## config.mk

```make
export PLATFORM = sky130hd
export DESIGN_NAME = m8_word_serializer
export DESIGN_NICKNAME = d
export VERILOG_FILES = /design/src/rtl/m8_word_serializer.sv
export SDC_FILE = /design/constraint.sdc
export NUM_CORES = 1
export LEC_CHECK = 0
export CORE_AREA = 2 2 75 77
export DETAILED_ROUTE_END_ITERATION = 10
export DIE_AREA = 0 0 77 79
export PLACE_DENSITY_LB_ADDON = 0.25
export REMOVE_ABC_BUFFERS = 1
export SYNTH_ARGS = -nofsm -noshare
export SYNTH_HDL_FRONTEND = slang
export SYNTH_SLANG_ARGS = --single-unit
export TNS_END_PERCENT = 50
```

## constraint.sdc

```tcl
create_clock -name clk -period 1.7 [get_ports clk]
set_input_delay 0.17 -clock clk [delete_from_list [all_inputs] [get_ports clk]]
set_output_delay 0.17 -clock clk [all_outputs]
set_load 0.03 [all_outputs]
```

## src/rtl/m8_word_serializer.sv

```systemverilog
// M8 frame word serializer: fetches 12-bit words from the frame buffer by pointer
// and shifts them out MSB-first on bitTick, prefetching the next word during each shift.
module m8_word_serializer #(
    parameter int unsigned WORD_BITS = 12,
    parameter int unsigned PTR_W     = 10
) (
    input  logic                 clk,
    input  logic                 reset,
    input  logic                 enable,
    input  logic                 bitTick,
    input  logic [WORD_BITS-1:0] dataWord,
    output logic                 bufGetWord,
    output logic [PTR_W-1:0]     bufRdPointer,
    output logic                 serOut,
    output logic                 wordStrobe,
    output logic                 frameStart,
    output logic                 busy,
    output logic                 underrun
);

    typedef enum logic [1:0] {
        S_IDLE,
        S_FETCH,
        S_CAPTURE,
        S_SHIFT
    } state_t;

    localparam int unsigned       CNT_W    = $clog2(WORD_BITS);
    localparam logic [CNT_W-1:0]  LAST_BIT = CNT_W'(WORD_BITS - 1);

    state_t                 r_state;
    logic [WORD_BITS-1:0]   r_shift;
    logic [CNT_W-1:0]       r_bits_left;
    logic [WORD_BITS-1:0]   r_hold;
    logic [PTR_W-1:0]       r_hold_tag;
    logic                   r_hold_valid;
    logic [PTR_W-1:0]       r_ptr;
    logic                   r_get;
    logic                   r_ser;
    logic                   r_wstb;
    logic                   r_fstb;
    logic                   r_busy;
    logic                   r_underrun;

    logic                   w_tick_active;
    logic                   w_exhausted;

    // Ticks are honoured in every non-idle state, including FETCH and CAPTURE.
    assign w_tick_active = (r_state != S_IDLE) && bitTick;
    assign w_exhausted   = (r_bits_left == '0);

    always_ff @(posedge clk or negedge reset) begin
        if (!reset) begin
            r_state      <= S_IDLE;
            r_shift      <= '0;
            r_bits_left  <= '0;
            r_hold       <= '0;
            r_hold_tag   <= '0;
            r_hold_valid <= 1'b0;
            r_ptr        <= '0;
            r_get        <= 1'b0;
            r_ser        <= 1'b0;
            r_wstb       <= 1'b0;
            r_fstb       <= 1'b0;
            r_busy       <= 1'b0;
            r_underrun   <= 1'b0;
        end else begin
            r_get  <= 1'b0;
            r_wstb <= 1'b0;
            r_fstb <= 1'b0;

            case (r_state)
                S_IDLE: begin
                    if (enable) begin
                        r_state <= S_FETCH;
                        r_ptr   <= '0;
                        r_get   <= 1'b1;
                        r_busy  <= 1'b1;
                    end
                end
                S_FETCH: begin
                    r_state <= S_CAPTURE;
                end
                S_CAPTURE: begin
                    r_hold       <= dataWord;
                    r_hold_tag   <= r_ptr;
                    r_hold_valid <= 1'b1;
                    r_state      <= S_SHIFT;
                end
                default: begin
                end
            endcase

            // Tick handling is placed after the state walk so a word boundary
            // (stop or reload) overrides the FETCH/CAPTURE progression.
            if (w_tick_active) begin
                if (!w_exhausted) begin
                    r_shift     <= r_shift << 1;
                    r_ser       <= r_shift[WORD_BITS-2];
                    r_bits_left <= r_bits_left - CNT_W'(1);
                end else if (!enable) begin
                    r_state      <= S_IDLE;
                    r_ser        <= 1'b0;
                    r_busy       <= 1'b0;
                    r_ptr        <= '0;
                    r_hold_valid <= 1'b0;
                    r_get        <= 1'b0;
                end else if (r_hold_valid) begin
                    r_shift      <= r_hold;
                    r_ser        <= r_hold[WORD_BITS-1];
                    r_bits_left  <= LAST_BIT;
                    r_hold_valid <= 1'b0;
                    r_wstb       <= 1'b1;
                    r_fstb       <= (r_hold_tag == '0);
                    r_ptr        <= r_ptr + PTR_W'(1);
                    r_get        <= 1'b1;
                    r_state      <= S_FETCH;
                end else begin
                    r_ser      <= 1'b0;
                    r_underrun <= 1'b1;
                end
            end
        end
    end

    assign bufGetWord   = r_get;
    assign bufRdPointer = r_ptr;
    assign serOut       = r_ser;
    assign wordStrobe   = r_wstb;
    assign frameStart   = r_fstb;
    assign busy         = r_busy;
    assign underrun     = r_underrun;

endmodule
```

# Yosys cells after proc, flatten, opt, wreduce, memory -nomap -nowiden
# Index checks and enable logic that the tools add are counted.
# classes
add_sub_neg	2
eq_ne	4
muxes	45
bitwise_logic	1
n_reduce_logical	7
# ops
cell	n
10-bit 2-to-1 mux	6
11-bit 2-to-1 mux	3
1-bit 2-to-1 mux	27
4-bit 2-to-1 mux	3
10-bit by 1-bit adder with 10-bit output (second input constant)	1
10-bit logical NOT	1
2-bit 2-to-1 mux	5
2-bit case mux with 3 select lines	1
4-bit logical NOT	1
2-bit != test (second input constant)	2
4-bit AND reduction	1
4-bit by 1-bit subtractor with 4-bit output (second input constant)	1
3-bit AND reduction	1
2-bit by 1-bit equality test with 1-bit output (second input constant)	1
2-bit equality test (second input constant)	1
2-bit logical NOT	1
2-bit nonzero test	1
1-bit logical AND	1
1-bit NOT	1
# word_totals
word_cells	72
ff_bits	56
out_inout_bits	16
input_bits	16

# Depth between registers and ports, before layout
# depth
ltp_word	6
ltp_mapped	8
depth_no_buf	8

# Least setup slack after synthesis
# OpenSTA, ideal clock, no wires.
# synth_timing
kind	flip-flop to flip-flop
from	register r_bits_left[0]
to	register r_ptr[9] (netlist: bufRdPointer[9])
t_required_ns	1.622
path_buffers	0
period_less_slack_ns	1.772
t_arrival_ns	1.694
slack_ns	-0.072
path_stages_with_launch	7
setup_time_ns	0.078
cell_sequence	dfrtp_1 inv_1 ha_1 nor3b_4 nand3_2 or4_1 a21oi_1
# synth_between
elab_chain_len	3
# synth_rtl
element	line_no	rtl
from (decl)	33	logic [CNT_W-1:0] r_bits_left;
from (signal assigned)	100	r_bits_left <= r_bits_left - CNT_W'(1);
4-bit logical NOT	50	assign w_exhausted = (r_bits_left == '0);
10-bit 2-to-1 mux	97	if (!w_exhausted) begin
10-bit 2-to-1 mux	96	if (w_tick_active) begin
to (signal assigned)	115	r_ptr <= r_ptr + PTR_W'(1);
to (decl)	37	logic [PTR_W-1:0] r_ptr;
# Every way passes these cells.
# A chain may end at the register's enable or synchronous reset.

# Worst setup path after layout
# Same ends and word-level chain as after synthesis.

==> flow_metrics.env <==
export IMPL_grt_pass1_wl_um=9370
export IMPL_instances_no_fill=367
export IMPL_slew_headroom_pct=70.0
export IMPL_tns_ps=0
export IMPL_grt_usage_pct=19.6
export IMPL_ys_seq_elements=56
export IMPL_cpMostUsedCell="buf_6"
export IMPL_cp_arrival_ps=1880
export IMPL_initial_core_util_pct=46.5
export IMPL_worst_slew_pin_slew_ps=448
export IMPL_fin_nets=312
export IMPL_clk_latency_ps=310
export IMPL_rsz0062_at_grt="true"
export IMPL_area_delta_synth_final_pct=34.8
export IMPL_numCtsBuffers=5
export IMPL_synth_edf_count=0
export IMPL_critPathCaptureType="register"
export IMPL_synth_distinct_cells=40
export IMPL_clkTransAtPathRegs_ps=100
export IMPL_numClockSinks=56
export IMPL_die_w_um=77
export IMPL_synth_commonest_cells="dfrtp_1, nand2_1, mux2_2, nor2_1, a31oi_1"
export IMPL_hold_slack_ps=368
export IMPL_synth_area_leaders="dfrtp_1, mux2_2, nand2_1"
export IMPL_mappedNetlistArea_mm2=0.00248
export IMPL_fp_row_count=27
export IMPL_yosys_area_top_type="dfrtp_1"
export IMPL_cp_required_ps=1900
export IMPL_routed_wirelength_um=5700
export IMPL_cts_tree="done"
export IMPL_placed_cells=350
export IMPL_fillCellCount=445
export IMPL_ios=32
export IMPL_portBuffers=31
export IMPL_total_leakage_power_nw=1.48
export IMPL_core_mm2=0.00534
export IMPL_antenna_found_initial=0
export IMPL_startpoint_type="register"
export IMPL_slew_violations=0
export IMPL_ir_drop_mv=0.780
export IMPL_yosysMostFrequentCell="dfrtp_1"
export IMPL_fmax_ghz=0.593
export IMPL_ys_seq_area_share_pct=56.5
export IMPL_power_density_mw_per_mm2=1460
export IMPL_finalCritPeriodShare_pct=99.2
export IMPL_dp_hpwl_um=3690
export IMPL_setup_viol=0
export IMPL_status="finished, final reports clean"
export IMPL_grt_overflow=0
export IMPL_hold_viol=0
export IMPL_grt_max_degree=57
export IMPL_drc=0
export IMPL_cap_violations=0
export IMPL_drive_gt1_share_pct=28.5
export IMPL_syn_inst=228
export IMPL_synthArstFlopShare_pct=100
export IMPL_route_vias_total=1938
export IMPL_syn_avg_cell_area_um2=10.9
export IMPL_r2r_slack_ps=10
export IMPL_cts_buffer_depth=2
export IMPL_critPathKind="register to register"
export IMPL_drtIter0Drc=142
export IMPL_die_h_um=79
export IMPL_dieArea_mm2=0.00608
export IMPL_crit_slowest_cell="dfrtp_1"
export IMPL_min_period_ps=1690
export IMPL_worstPathMaxFanout=4
export IMPL_worstHoldPathType="input pin to asynchronous set/reset pin"
export IMPL_crit_path_max_incr_delay_ps=400
export IMPL_postRouteAntennaNets=0
export IMPL_wl_per_cell_um=15.5
export IMPL_synth_top_area_share_pct=56.5
export IMPL_viasPerCell=5.28
export IMPL_gp_congestion=0.872
export IMPL_yosys_warnings=0
export IMPL_synth_flop_cell="dfrtp_1"
export IMPL_fin_skew_ps=9.53
export IMPL_worstPathCellList="inv_2, ha_4, nor3b_4, buf_6, nand3_4, buf_6, buf_4, o31ai_2, a21oi_1"
export IMPL_drtPass1Iterations=4
export IMPL_grt_pass1_vias=1849
export IMPL_diodes=0
export IMPL_root_buffer="clkbuf_8"
export IMPL_cts_htree_levels=2
## power breakdown
part           switching, mW  internal [mW]  leakage (nW)  total, mW
combinational          0.970           1.02         0.777       1.99
sequential             0.386           1.79         0.664       2.17
clock                  0.429          0.294        0.0414      0.724
total                   1.79           3.11          1.48       4.89
## sequential cells by signal (all words and copies together), names as in the netlist, 2 cells and up
register,cells
r_shift,11
r_hold_tag,10
r_bits_left,4
bufRdPointer,10
r_state,2
r_hold,12
## through the flow
stage	utilization, %	worst slack, ps	area (µm²)	power (mW)
3_3_place_gp	57.6	-51.1	3080	3.89
2_1_floorplan	-	-395	2440	3.18
3_5_place_dp	57.6	-99.4	3080	3.94
4_1_cts	60.5	8.73	3230	4.73
5_1_grt	62.6	-72.8	3340	5.22
6_report	62.6	14.1	3340	4.89
## metal layers
layer	track usage (%)	wire length [µm]
met1	30.0	2730
met2	29.0	2670
met3	3.07	247
met4	5.36	52
met5	0	0
## critical path: cells and delay by family (launching register included)
family	cells	cell delay, ps
flops	1	400
buf+inv	4	490
compound gates	2	270
simple gates	2	280
fa+ha+maj	1	140
## timing repair
item	in CTS	in global routing
gates resized for setup	10	23
setup endpoints to repair	12	32
pin swaps	5	5
hold endpoints to repair	56	0
hold buffers	1	0
buffers inserted	3	3
gates cloned	2	0
## worst paths after layout
path | startpoint | end | cells after the start
max | r_bits_left[0]$_DFFE_PN0P_ | bufRdPointer[9]$_DFF_PN0_ | 9
min | reset | r_hold[8]$_DFFE_PN0P_ | 3
max reg2reg | r_bits_left[0]$_DFFE_PN0P_ | bufRdPointer[9]$_DFF_PN0_ | 9
min reg2reg | underrun$_DFFE_PN0P_ | underrun$_DFFE_PN0P_ | 1
max in group asynchronous | reset | r_hold_tag[0]$_DFFE_PN0P_ | 3
min in group clk | dataWord[9] | r_hold[9]$_DFFE_PN0P_ | 2
## cell type report
| cell class | instances | area, µm² | share of cell area, % |
|---|---|---|---|
| Inverter | 5 | 21.3 | 0.636 |
| Clock inverter | 2 | 16.3 | 0.487 |
| Tap cell | 72 | 90.1 | 2.70 |
| Sequential cell | 56 | 1400 | 41.9 |
| Clock buffer | 6 | 72.6 | 2.17 |
| Timing Repair Buffer | 68 | 634 | 19.0 |
| Multi-Input combinational cell | 158 | 1110 | 33.1 |
## cells by family (layout without fill, tap and decap cells)
logic type      after synthesis  in the layout  share of synthesized area [%]
mux                          22             22                           9.99
buf+inv                      14             81                           2.27
fa+ha+maj                     2              2                           1.01
xor+xnor                      4              4                           1.41
compound gates               45             45                           12.1
simple gates                 85             85                           16.8
flops                        56             56                           56.5
## cell usage in the layout, fill, tap and decap left out, types with 3 or more instances in the layout
| cell | Yosys | final |
|---|---|---|
| nand4_1 | 4 | 4 |
| dfrtp_1 | 56 | 56 |
| nand3b_1 | 3 | 3 |
| a21oi_1 | 5 | 4 |
| nand2_1 | 34 | 33 |
| nand3_1 | 4 | 4 |
| mux2_2 | 22 | 22 |
| buf_6 | 0 | 5 |
| buf_4 | 0 | 27 |
| clkbuf_8 | 0 | 5 |
| a22o_1 | 5 | 5 |
| a31oi_1 | 11 | 11 |
| o21ai_0 | 9 | 6 |
| clkdlybuf4s50_1 | 0 | 24 |
| dlymetal6s2s_1 | 0 | 4 |
| nor2b_1 | 4 | 3 |
| nor2_1 | 21 | 21 |
Note: power is estimated with default switching activity, not from simulation.
